**src/rtl/sn_pkg.sv**
```systemverilog
// Shared constants and types for the stochastic-number generator/accumulator pair.
// Latency: n/a (package only).
// Backpressure: n/a (package only).
package sn_pkg;

  localparam int NUM_BIT = 8;
  localparam int DIM     = 3;
  localparam int SUM_W   = NUM_BIT + $clog2(DIM);
  localparam int LEN_W   = NUM_BIT + 1;

  typedef enum logic {
    IDLE = 1'b0,
    ACC  = 1'b1
  } state_e;

  typedef enum logic {
    SN_UNIPOLAR = 1'b0,
    SN_BIPOLAR  = 1'b1
  } sn_mode_e;

  typedef logic [NUM_BIT-1:0] cnt_t;
  typedef logic [SUM_W-1:0]   sum_t;
  typedef logic [LEN_W-1:0]   len_t;

  localparam cnt_t CNT_MAX = '1;
  localparam len_t LEN_MAX = len_t'(2 ** NUM_BIT);

  // SN multiplication: AND for unipolar encoding, XNOR for bipolar encoding.
  function automatic logic sn_product(input logic sn, input logic w, input logic mode);
    return (mode == logic'(SN_BIPOLAR)) ? ~(sn ^ w) : (sn & w);
  endfunction

endpackage

```
**src/rtl/sn_accumulator_if.sv**
```systemverilog
// Bundle between generator, accumulator and the neuron/activation consumer.
// Latency: n/a (wiring only).
// Backpressure: valid/ready on the result side; the stream side has none.
interface sn_accumulator_if;
  import sn_pkg::*;

  // stream side, driven by the generator
  logic isgen;
  logic sn_bit [DIM-1:0];
  logic w_bit  [DIM-1:0];
  logic mode;

  // result side, toward the consumer
  logic valid;
  logic ready;
  cnt_t cnt [DIM-1:0];
  sum_t sum;
  len_t len;
  logic drop;

  modport master (
    input  isgen, sn_bit, w_bit, mode, ready,
    output valid, cnt, sum, len, drop
  );

  modport slave (
    output isgen, sn_bit, w_bit, mode, ready,
    input  valid, cnt, sum, len, drop
  );

endinterface

```
**src/rtl/sn_mult_cnt.sv**
```systemverilog
// One dimension: SN product gate feeding a saturating ones counter.
// Latency: count updates on the edge the product bit is sampled.
// Backpressure: none; load/en come from the window FSM.
module sn_mult_cnt
  import sn_pkg::*;
(
  input  logic clk,
  input  logic rst_n,
  input  logic load,
  input  logic en,
  input  logic mode,
  input  logic sn,
  input  logic w,
  output cnt_t cnt
);

  logic prod;

  assign prod = sn_product(sn, w, mode);

  // load restarts the count with the first product bit; en accumulates and holds at full scale
  always_ff @(posedge clk or negedge rst_n) begin
    if (!rst_n) begin
      cnt <= '0;
    end else if (load) begin
      cnt <= cnt_t'(prod);
    end else if (en && (cnt != CNT_MAX)) begin
      cnt <= cnt + cnt_t'(prod);
    end
  end

endmodule

```
**src/rtl/sn_accumulator.sv**
```systemverilog
// Counts SN products per dimension over a generate window and publishes counts, sum, length.
// Latency: results valid one cycle after the first isgen=0 sample that closes a window.
// Backpressure: none upstream; an unconsumed result is overwritten and flagged by a drop pulse.
module sn_accumulator
  import sn_pkg::*;
(
  input  logic             i_clk_sn_acc,
  input  logic             i_rst_n_sn_acc,
  sn_accumulator_if.master bus
);

  state_e state_q, state_n;
  logic   load, en, close;
  logic   mode_r, mode_sel;
  cnt_t   cnt_w [DIM-1:0];
  len_t   len_w;
  sum_t   sum_w;

  // first window cycle uses the live mode; the rest of the window uses the latched copy
  assign mode_sel = (state_q == IDLE) ? bus.mode : mode_r;

  for (genvar g = 0; g < DIM; g++) begin : g_dim
    sn_mult_cnt u_mult_cnt (
      .clk   (i_clk_sn_acc),
      .rst_n (i_rst_n_sn_acc),
      .load  (load),
      .en    (en),
      .mode  (mode_sel),
      .sn    (bus.sn_bit[g]),
      .w     (bus.w_bit[g]),
      .cnt   (cnt_w[g])
    );
  end

  // window state register
  always_ff @(posedge i_clk_sn_acc or negedge i_rst_n_sn_acc) begin
    if (!i_rst_n_sn_acc) state_q <= IDLE;
    else                 state_q <= state_n;
  end

  // window FSM: open on isgen rising, close on first isgen low
  always_comb begin
    state_n = state_q;
    load    = 1'b0;
    en      = 1'b0;
    close   = 1'b0;
    case (state_q)
      IDLE: begin
        if (bus.isgen) begin
          load    = 1'b1;
          state_n = ACC;
        end
      end
      ACC: begin
        if (bus.isgen) begin
          en = 1'b1;
        end else begin
          close   = 1'b1;
          state_n = IDLE;
        end
      end
      default: state_n = IDLE;
    endcase
  end

  // window length and mode latch; length holds at a full window
  always_ff @(posedge i_clk_sn_acc or negedge i_rst_n_sn_acc) begin
    if (!i_rst_n_sn_acc) begin
      len_w  <= '0;
      mode_r <= 1'b0;
    end else if (load) begin
      len_w  <= len_t'(1);
      mode_r <= bus.mode;
    end else if (en && (len_w != LEN_MAX)) begin
      len_w  <= len_w + len_t'(1);
    end
  end

  // sum of the working counters, registered alongside them at window close
  always_comb begin
    sum_w = '0;
    for (int i = 0; i < DIM; i++) begin
      sum_w = sum_w + sum_t'(cnt_w[i]);
    end
  end

  // result registers and handshake; a new result always wins over a pending one
  always_ff @(posedge i_clk_sn_acc or negedge i_rst_n_sn_acc) begin
    if (!i_rst_n_sn_acc) begin
      bus.valid <= 1'b0;
      bus.drop  <= 1'b0;
      bus.sum   <= '0;
      bus.len   <= '0;
      for (int i = 0; i < DIM; i++) bus.cnt[i] <= '0;
    end else if (close) begin
      bus.valid <= 1'b1;
      bus.drop  <= bus.valid && !bus.ready;
      bus.sum   <= sum_w;
      bus.len   <= len_w;
      for (int i = 0; i < DIM; i++) bus.cnt[i] <= cnt_w[i];
    end else begin
      bus.drop <= 1'b0;
      if (bus.valid && bus.ready) bus.valid <= 1'b0;
    end
  end

endmodule

```
**src/flat_wrapper.sv**
```systemverilog
// flat-port wrapper written by rule: the top's interface ports become plain ports
module sn_accumulator_flat import sn_pkg::*;
  (i_clk_sn_acc, i_rst_n_sn_acc, bus_isgen, bus_sn_bit, bus_w_bit, bus_mode, bus_ready, bus_valid, bus_cnt, bus_sum, bus_len, bus_drop);
  sn_accumulator_if bus_i ();
  input  logic i_clk_sn_acc;
  input  logic i_rst_n_sn_acc;
  input wire logic [$bits(bus_i.isgen)-1:0] bus_isgen;
  input wire logic [$bits(bus_i.sn_bit)-1:0] bus_sn_bit;
  input wire logic [$bits(bus_i.w_bit)-1:0] bus_w_bit;
  input wire logic [$bits(bus_i.mode)-1:0] bus_mode;
  input wire logic [$bits(bus_i.ready)-1:0] bus_ready;
  output wire logic [$bits(bus_i.valid)-1:0] bus_valid;
  output wire logic [$bits(bus_i.cnt)-1:0] bus_cnt;
  output wire logic [$bits(bus_i.sum)-1:0] bus_sum;
  output wire logic [$bits(bus_i.len)-1:0] bus_len;
  output wire logic [$bits(bus_i.drop)-1:0] bus_drop;
  assign bus_i.isgen = bus_isgen;
  assign bus_i.sn_bit = {>>{bus_sn_bit}};
  assign bus_i.w_bit = {>>{bus_w_bit}};
  assign bus_i.mode = bus_mode;
  assign bus_i.ready = bus_ready;
  assign bus_valid = bus_i.valid;
  assign bus_cnt = {>>{bus_i.cnt}};
  assign bus_sum = bus_i.sum;
  assign bus_len = bus_i.len;
  assign bus_drop = bus_i.drop;
  sn_accumulator u_core (.i_clk_sn_acc(i_clk_sn_acc), .i_rst_n_sn_acc(i_rst_n_sn_acc), .bus(bus_i));
endmodule
```
**config.mk**
```make
export PLATFORM = sky130hd
export DESIGN_NAME = sn_accumulator_flat
export DESIGN_NICKNAME = d
export VERILOG_FILES = /design/src/rtl/sn_pkg.sv /design/src/rtl/sn_accumulator_if.sv /design/src/rtl/sn_mult_cnt.sv /design/src/rtl/sn_accumulator.sv /design/src/flat_wrapper.sv
export SDC_FILE = /design/constraint.sdc
export NUM_CORES = 1
export LEC_CHECK = 0
export BUFFER_PORTS_ARGS = -buffer_cell sky130_fd_sc_hd__buf_2
export CAP_MARGIN = 5
export CORE_ASPECT_RATIO = 0.6
export CORE_MARGIN = 1.5
export CORE_UTILIZATION = 55
export CTS_CLUSTER_SIZE = 25
export DETAILED_ROUTE_END_ITERATION = 7
export PLACE_DENSITY_LB_ADDON = 0.1
export SKIP_CTS_REPAIR_TIMING = 1
export SLEW_MARGIN = 20
export SYNTH_ARGS = -nofsm -noshare
export SYNTH_HDL_FRONTEND = slang
export SYNTH_HIERARCHICAL = 1
export SYNTH_SLANG_ARGS = --single-unit
```
**constraint.sdc**
```tcl
create_clock -name i_clk_sn_acc -period 3.8 [get_ports i_clk_sn_acc]
set_input_delay 1.14 -clock i_clk_sn_acc [delete_from_list [all_inputs] [get_ports i_clk_sn_acc]]
set_output_delay 1.14 -clock i_clk_sn_acc [all_outputs]
set_load 0.005 [all_outputs]
```
# Word-level counts from Yosys, hierarchy flattened
# Cells that the tools add are included.
# word_totals
out_inout_bits,45
inputBits,11
mem_bits_rw,0
word_cells,64
reg_bits,80
romBits,0
latch_bits,0
mem_count,0
# classes
order_cmp,0
n_eq_ne,4
mux,20
n_div,0
bitwise,9
shifts,0
n_addsub,6
n_reduce_logical,12
n_mul,0
# op_table
cell,n
$mux 8,6
$add 8x1->8,3
$ne 8x8->1 const B,3
$mux 9,2
$mux 1,12
$add 10x8->10,1
$reduce_bool 2->1,5
$add 8x8->9,1
$add 9x1->9 const B,1
$ne 9x9->1 const B,1
$logic_and 1x1->1,6
$and 1x1->1,3
$not 1->1,3
$xor 1x1->1,3
$logic_not 1->1,1

# Depth between registers and ports, before layout
# logic_depth
word_depth,6
ltp_mapped,9

# Modules after synthesis
# The synthesis kept the hierarchy.
# by_module_without_submodules
mod,area_per_inst_um2,seq_area_each_um2,instances,cells_per_inst
sn_accumulator,2750.1,1401.3,1,225
sn_mult_cnt,447.9,200.2,3,43

# Least setup slack after synthesis
# No wires, ideal clock.
# synth_path
path_kind,input -> register
start,input bus_mode
end,register u_core.g_dim[0].u_mult_cnt.cnt[4]
cell_stages,7
arrival_time_ns,2.518
n_path_buf,0
path_slack_ns,1.186
required_time_ns,3.704
cell_sequence,mux2_2 mux2i_1 ha_1 ha_1 and3_1 and3_1 a211oi_1
# synth_between
elab_chain_cells,5
# synth_lines
item,line_no,rtl
"start, declared",flat_wrapper.sv:10,input wire logic [$bits(bus_i.mode)-1:0] bus_mode;
$mux 1,sn_accumulator.sv:20,assign mode_sel = (state_q == IDLE) ? bus.mode : mode_r;
$mux 1,sn_pkg.sv:30,return (mode == logic'(SN_BIPOLAR)) ? ~(sn ^ w) : (sn & w);
$add 8x1->8,sn_mult_cnt.sv:28,cnt <= cnt + cnt_t'(prod);
$mux 8,sn_mult_cnt.sv:27,end else if (en && (cnt != CNT_MAX)) begin
$mux 8,sn_mult_cnt.sv:25,end else if (load) begin
"end signal, assigned",sn_mult_cnt.sv:26,cnt <= cnt_t'(prod);
"end signal, assigned",sn_mult_cnt.sv:28,
"end, declared",sn_mult_cnt.sv:14,output cnt_t cnt
# No other way between the ends. The select of a mux whose other input is x is not followed.
# A chain may end at the register's enable or synchronous reset.

# Worst setup path in the final report
# layout_path
start,register u_core.g_dim[2].u_mult_cnt.cnt[1]
end,register u_core.bus.sum[7]
# layout_between
elab_chain_cells,1
# layout_lines
item,line_no,rtl
"start, declared",sn_mult_cnt.sv:14,
"start signal, assigned",sn_mult_cnt.sv:26,
"start signal, assigned",sn_mult_cnt.sv:28,
$add 10x8->10,sn_accumulator.sv:83,sum_w = sum_w + sum_t'(cnt_w[i]);
"end signal, assigned",sn_accumulator.sv:98,bus.sum <= sum_w;
"end, declared",sn_accumulator_if.sv:23,"output valid, cnt, sum, len, drop"
# No other way between the ends.

==> flow_summary.toml <==
[outcome]
status = "complete, no violations"

[power]
leakage_nw = 2.50
vdd_drop_max_uv = 302
cellPowerDensity_mw_per_mm2 = 462

[clock_network]
cts.htree.levels = 3
insertion_delay_ns = 0.34
cts_buffer_depth = 2
cts_buffers = 9
cts_tree = "built"
cts.sinks = 80
root_buffer = "clkbuf_16"
clk_pin_slew_worst_paths_ns = 0.06

[logic_synthesis]
synthesis.nets = 392
avgSynthCellArea_um2 = 11.6
synth_cell_types = 46
ys_warn_count = 6
synthFlopType = "dfrtp_1"
synth_edf_count = 0
synth_cells = 354
synth-seq-area-share = 0.489
ys_seq_elements = 80
syn_area_mm2 = 0.00409
ys_async_sr_fraction = 1.00

[timing]
skew_ns = 0.00404
drv_slew = 0
min_period_over_period = 0.723
timing.slew.headroom = 0.526
finalHoldViolCount = 0
setup_viol = 0
min_period_ns = 2.75
worst_pin_slew_ns = 0.711
rsz0062_at_grt = "false"
fin_tns_setup_ns = 0
max_clock_freq_mhz = 364
setup_ws_ns = 1.05

[setup_path]
r2r_start = "u_core/g_dim[2].u_mult_cnt/cnt[1]"
slowest_delay_ns = 0.50
critPathTopFamily = "adder cells"
cp_slowest_cell = "dfrtp_1"
cp_data_required_time_ns = 4.00
cp-end-kind = "flip-flop"
crit_type = "flip-flop to flip-flop"
r2r_cells = 7
rr_endpoint = "u_core/bus.sum[7]"
r2r_setup_slack_ns = 1.05
cp-start-kind = "flip-flop"
cp.arrival_ns = 2.95
worstPathCellList = "fa_1 > ha_1 > fa_1 > a211oi_1 > o21bai_1 > a211oi_1 > o31ai_1"
cp_max_fo = 6
crit_buf_inv = 0

[place]
dp_cells = 508
io_buffers = 55
dp_slack_ns = 0.924
gp_congestion = 0.888
hpwl_um = 6520

[drt]
wl_um = 9010
via_per_inst = 5.80
wl_per_cell_um = 17.2
drc_errors = 0
routed-via-count = 3040
first_iter_violations = 186
ant_nets = 0
drtPass1Iterations = 5

[final_layout]
n_fill_cell = 575
final_nets = 453
antenna_cells = 0
regArea_mm2 = 0.00200
area_growth_pct = 17.4
drive_gt1_frac = 0.279
multi_input_area_mm2 = 0.00199
finalNonFillerCells = 524

[floorplanning]
die_y_um = 69.8
core_mm2 = 0.00724
start_util = 0.566
io_pins = 56
die_x_um = 114
dieArea_mm2 = 0.00799
core.rowCount = 24

[global_routing]
antenna_found_initial = 0
grt_pass1_wl_um = 14600
grt_usage = 0.243
grt_overflow = 0
grt_max_degree = 81
grt_pass1_vias = 2775

[min_path]
min_to = "u_core/mode_r"
hp-class = "flip-flop to flip-flop"
min-delay-start = "u_core/mode_r"
holdPathStages = 2

[run]
maxCapViolCount = 0
-- Yosys cell counts, types with 2 or more instances --
master	instances	area, um^2
and4_4	3	33.8
a21o_1	5	37.5
o31ai_1	4	30.0
fa_1	9	180
dfrtp_1	80	2000
nor3b_1	2	15.0
and4_1	4	35.0
and4b_1	3	30.0
o21bai_1	2	15.0
a311oi_1	3	26.3
nor2_1	7	26.3
mux2i_1	10	100
and3_1	6	37.5
mux2_2	32	360
nand2b_1	5	31.3
a21oi_1	14	70.1
nor4b_2	2	30.0
xor2_1	2	17.5
a31oi_1	8	50.1
o211a_1	3	30.0
xnor2_1	3	26.3
or3b_1	2	17.5
a2bb2oi_1	3	26.3
o211ai_1	3	22.5
buf_2	6	30.0
nand2_1	35	131
nor3_1	5	25.0
ha_1	18	225
and3_2	3	22.5
inv_1	17	63.8
a211oi_1	9	67.6
o21ai_0	17	85.1
nand3_1	16	80.1
-- layer usage --
metal	GRT usage	routed length (um)	vias up
met4	0.0694	81	0
met2	0.313	3540	102
met5	0	0	-
met3	0.0638	537	11
li1	-	-	1435
met1	0.395	4850	1492
-- flip-flops by register name, indices dropped and copies added (netlist names) --
| register | flops |
|---|---|
| u_core/bus.cnt | 24 |
| u_core/g_dim.u_mult_cnt/cnt | 24 |
| u_core/bus.sum | 10 |
| u_core/bus.len | 9 |
| u_core/len_w | 9 |
| u_core/bus.drop | 1 |
| u_core/bus.valid | 1 |
| u_core/mode_r | 1 |
| u_core/state_q | 1 |
-- power by group --
group | switching (mW) | leakage [nW] | internal, mW | total (mW)
logic | 0.159 | 1.26 | 0.138 | 0.297
clock network | 0.328 | 0.158 | 0.589 | 0.917
registers | 0.0801 | 1.08 | 0.925 | 1.01
total | 0.567 | 2.50 | 1.65 | 2.22
-- area by class of cell --
cell class | instances | share of cell area
inverters | 17 | 0.0133
repair buffers | 58 | 0.0632
clock inverters | 6 | 0.0172
clock buffers | 10 | 0.0497
multi-input cells | 249 | 0.413
well taps | 104 | 0.0271
flip-flops and latches | 80 | 0.416
-- tightest hold or removal path, stage by stage, from the launching register on --
cell     delay, ns
dfrtp_1       0.34
nand2_1       0.05
nand2_1       0.06
-- stage by stage --
| stage | utilization | area, um^2 | power (mW) | hold slack, ns |
|---|---|---|---|---|
| 2_1_floorplan | - | 4090 | 1.18 | 0.440 |
| 3_3_place_gp | 0.619 | 4480 | 1.30 | 0.455 |
| 3_5_place_dp | 0.619 | 4480 | 1.31 | 0.464 |
| 4_1_cts | 0.664 | 4800 | 2.24 | 0.478 |
| 5_1_grt | 0.664 | 4810 | 2.32 | 0.506 |
| 6_report | 0.664 | 4810 | 2.22 | 0.477 |
-- cells by family after synthesis --
logic type / count (synthesis) / synth area share
XOR/XNOR: 5 / 0.0107
multiplexers: 42 / 0.112
buffers and inverters: 25 / 0.0266
adder cells (fa/ha/maj): 27 / 0.0990
flip-flops: 80 / 0.489
AND/OR/NAND/NOR: 95 / 0.129
AO/OA/AOI/OAI: 80 / 0.133
-- how the worst max path moves through the flow --
stage                                      start                           endpoint  slack (ns)  cells past startpoint
6_report       u_core/g_dim[2].u_mult_cnt/cnt[1]                  u_core/bus.sum[7]        1.05                      7
5_1_grt        u_core/g_dim[2].u_mult_cnt/cnt[1]                  u_core/bus.sum[7]        0.87                      7
4_1_cts        u_core/g_dim[2].u_mult_cnt/cnt[1]                  u_core/bus.sum[7]        1.06                      7
3_5_place_dp                            bus_mode  u_core/g_dim[0].u_mult_cnt/cnt[4]        0.92                      8
3_3_place_gp                            bus_mode  u_core/g_dim[2].u_mult_cnt/cnt[4]         1.0                      8
2_1_floorplan                           bus_mode  u_core/g_dim[0].u_mult_cnt/cnt[4]        1.19                      7
-- cells in the final DEF, fill, tap and decap left out, types with 10 or more instances in the layout --
| cell | Yosys | layout |
|---|---|---|
| dfrtp_1 | 80 | 80 |
| nand2_1 | 35 | 35 |
| a21oi_1 | 14 | 14 |
| mux2i_1 | 10 | 10 |
| mux2_2 | 32 | 32 |
| o21ai_0 | 17 | 17 |
| inv_1 | 17 | 17 |
| ha_1 | 18 | 18 |
| buf_2 | 6 | 54 |
| nand3_1 | 16 | 16 |
(Power assumes the default switching activity.)
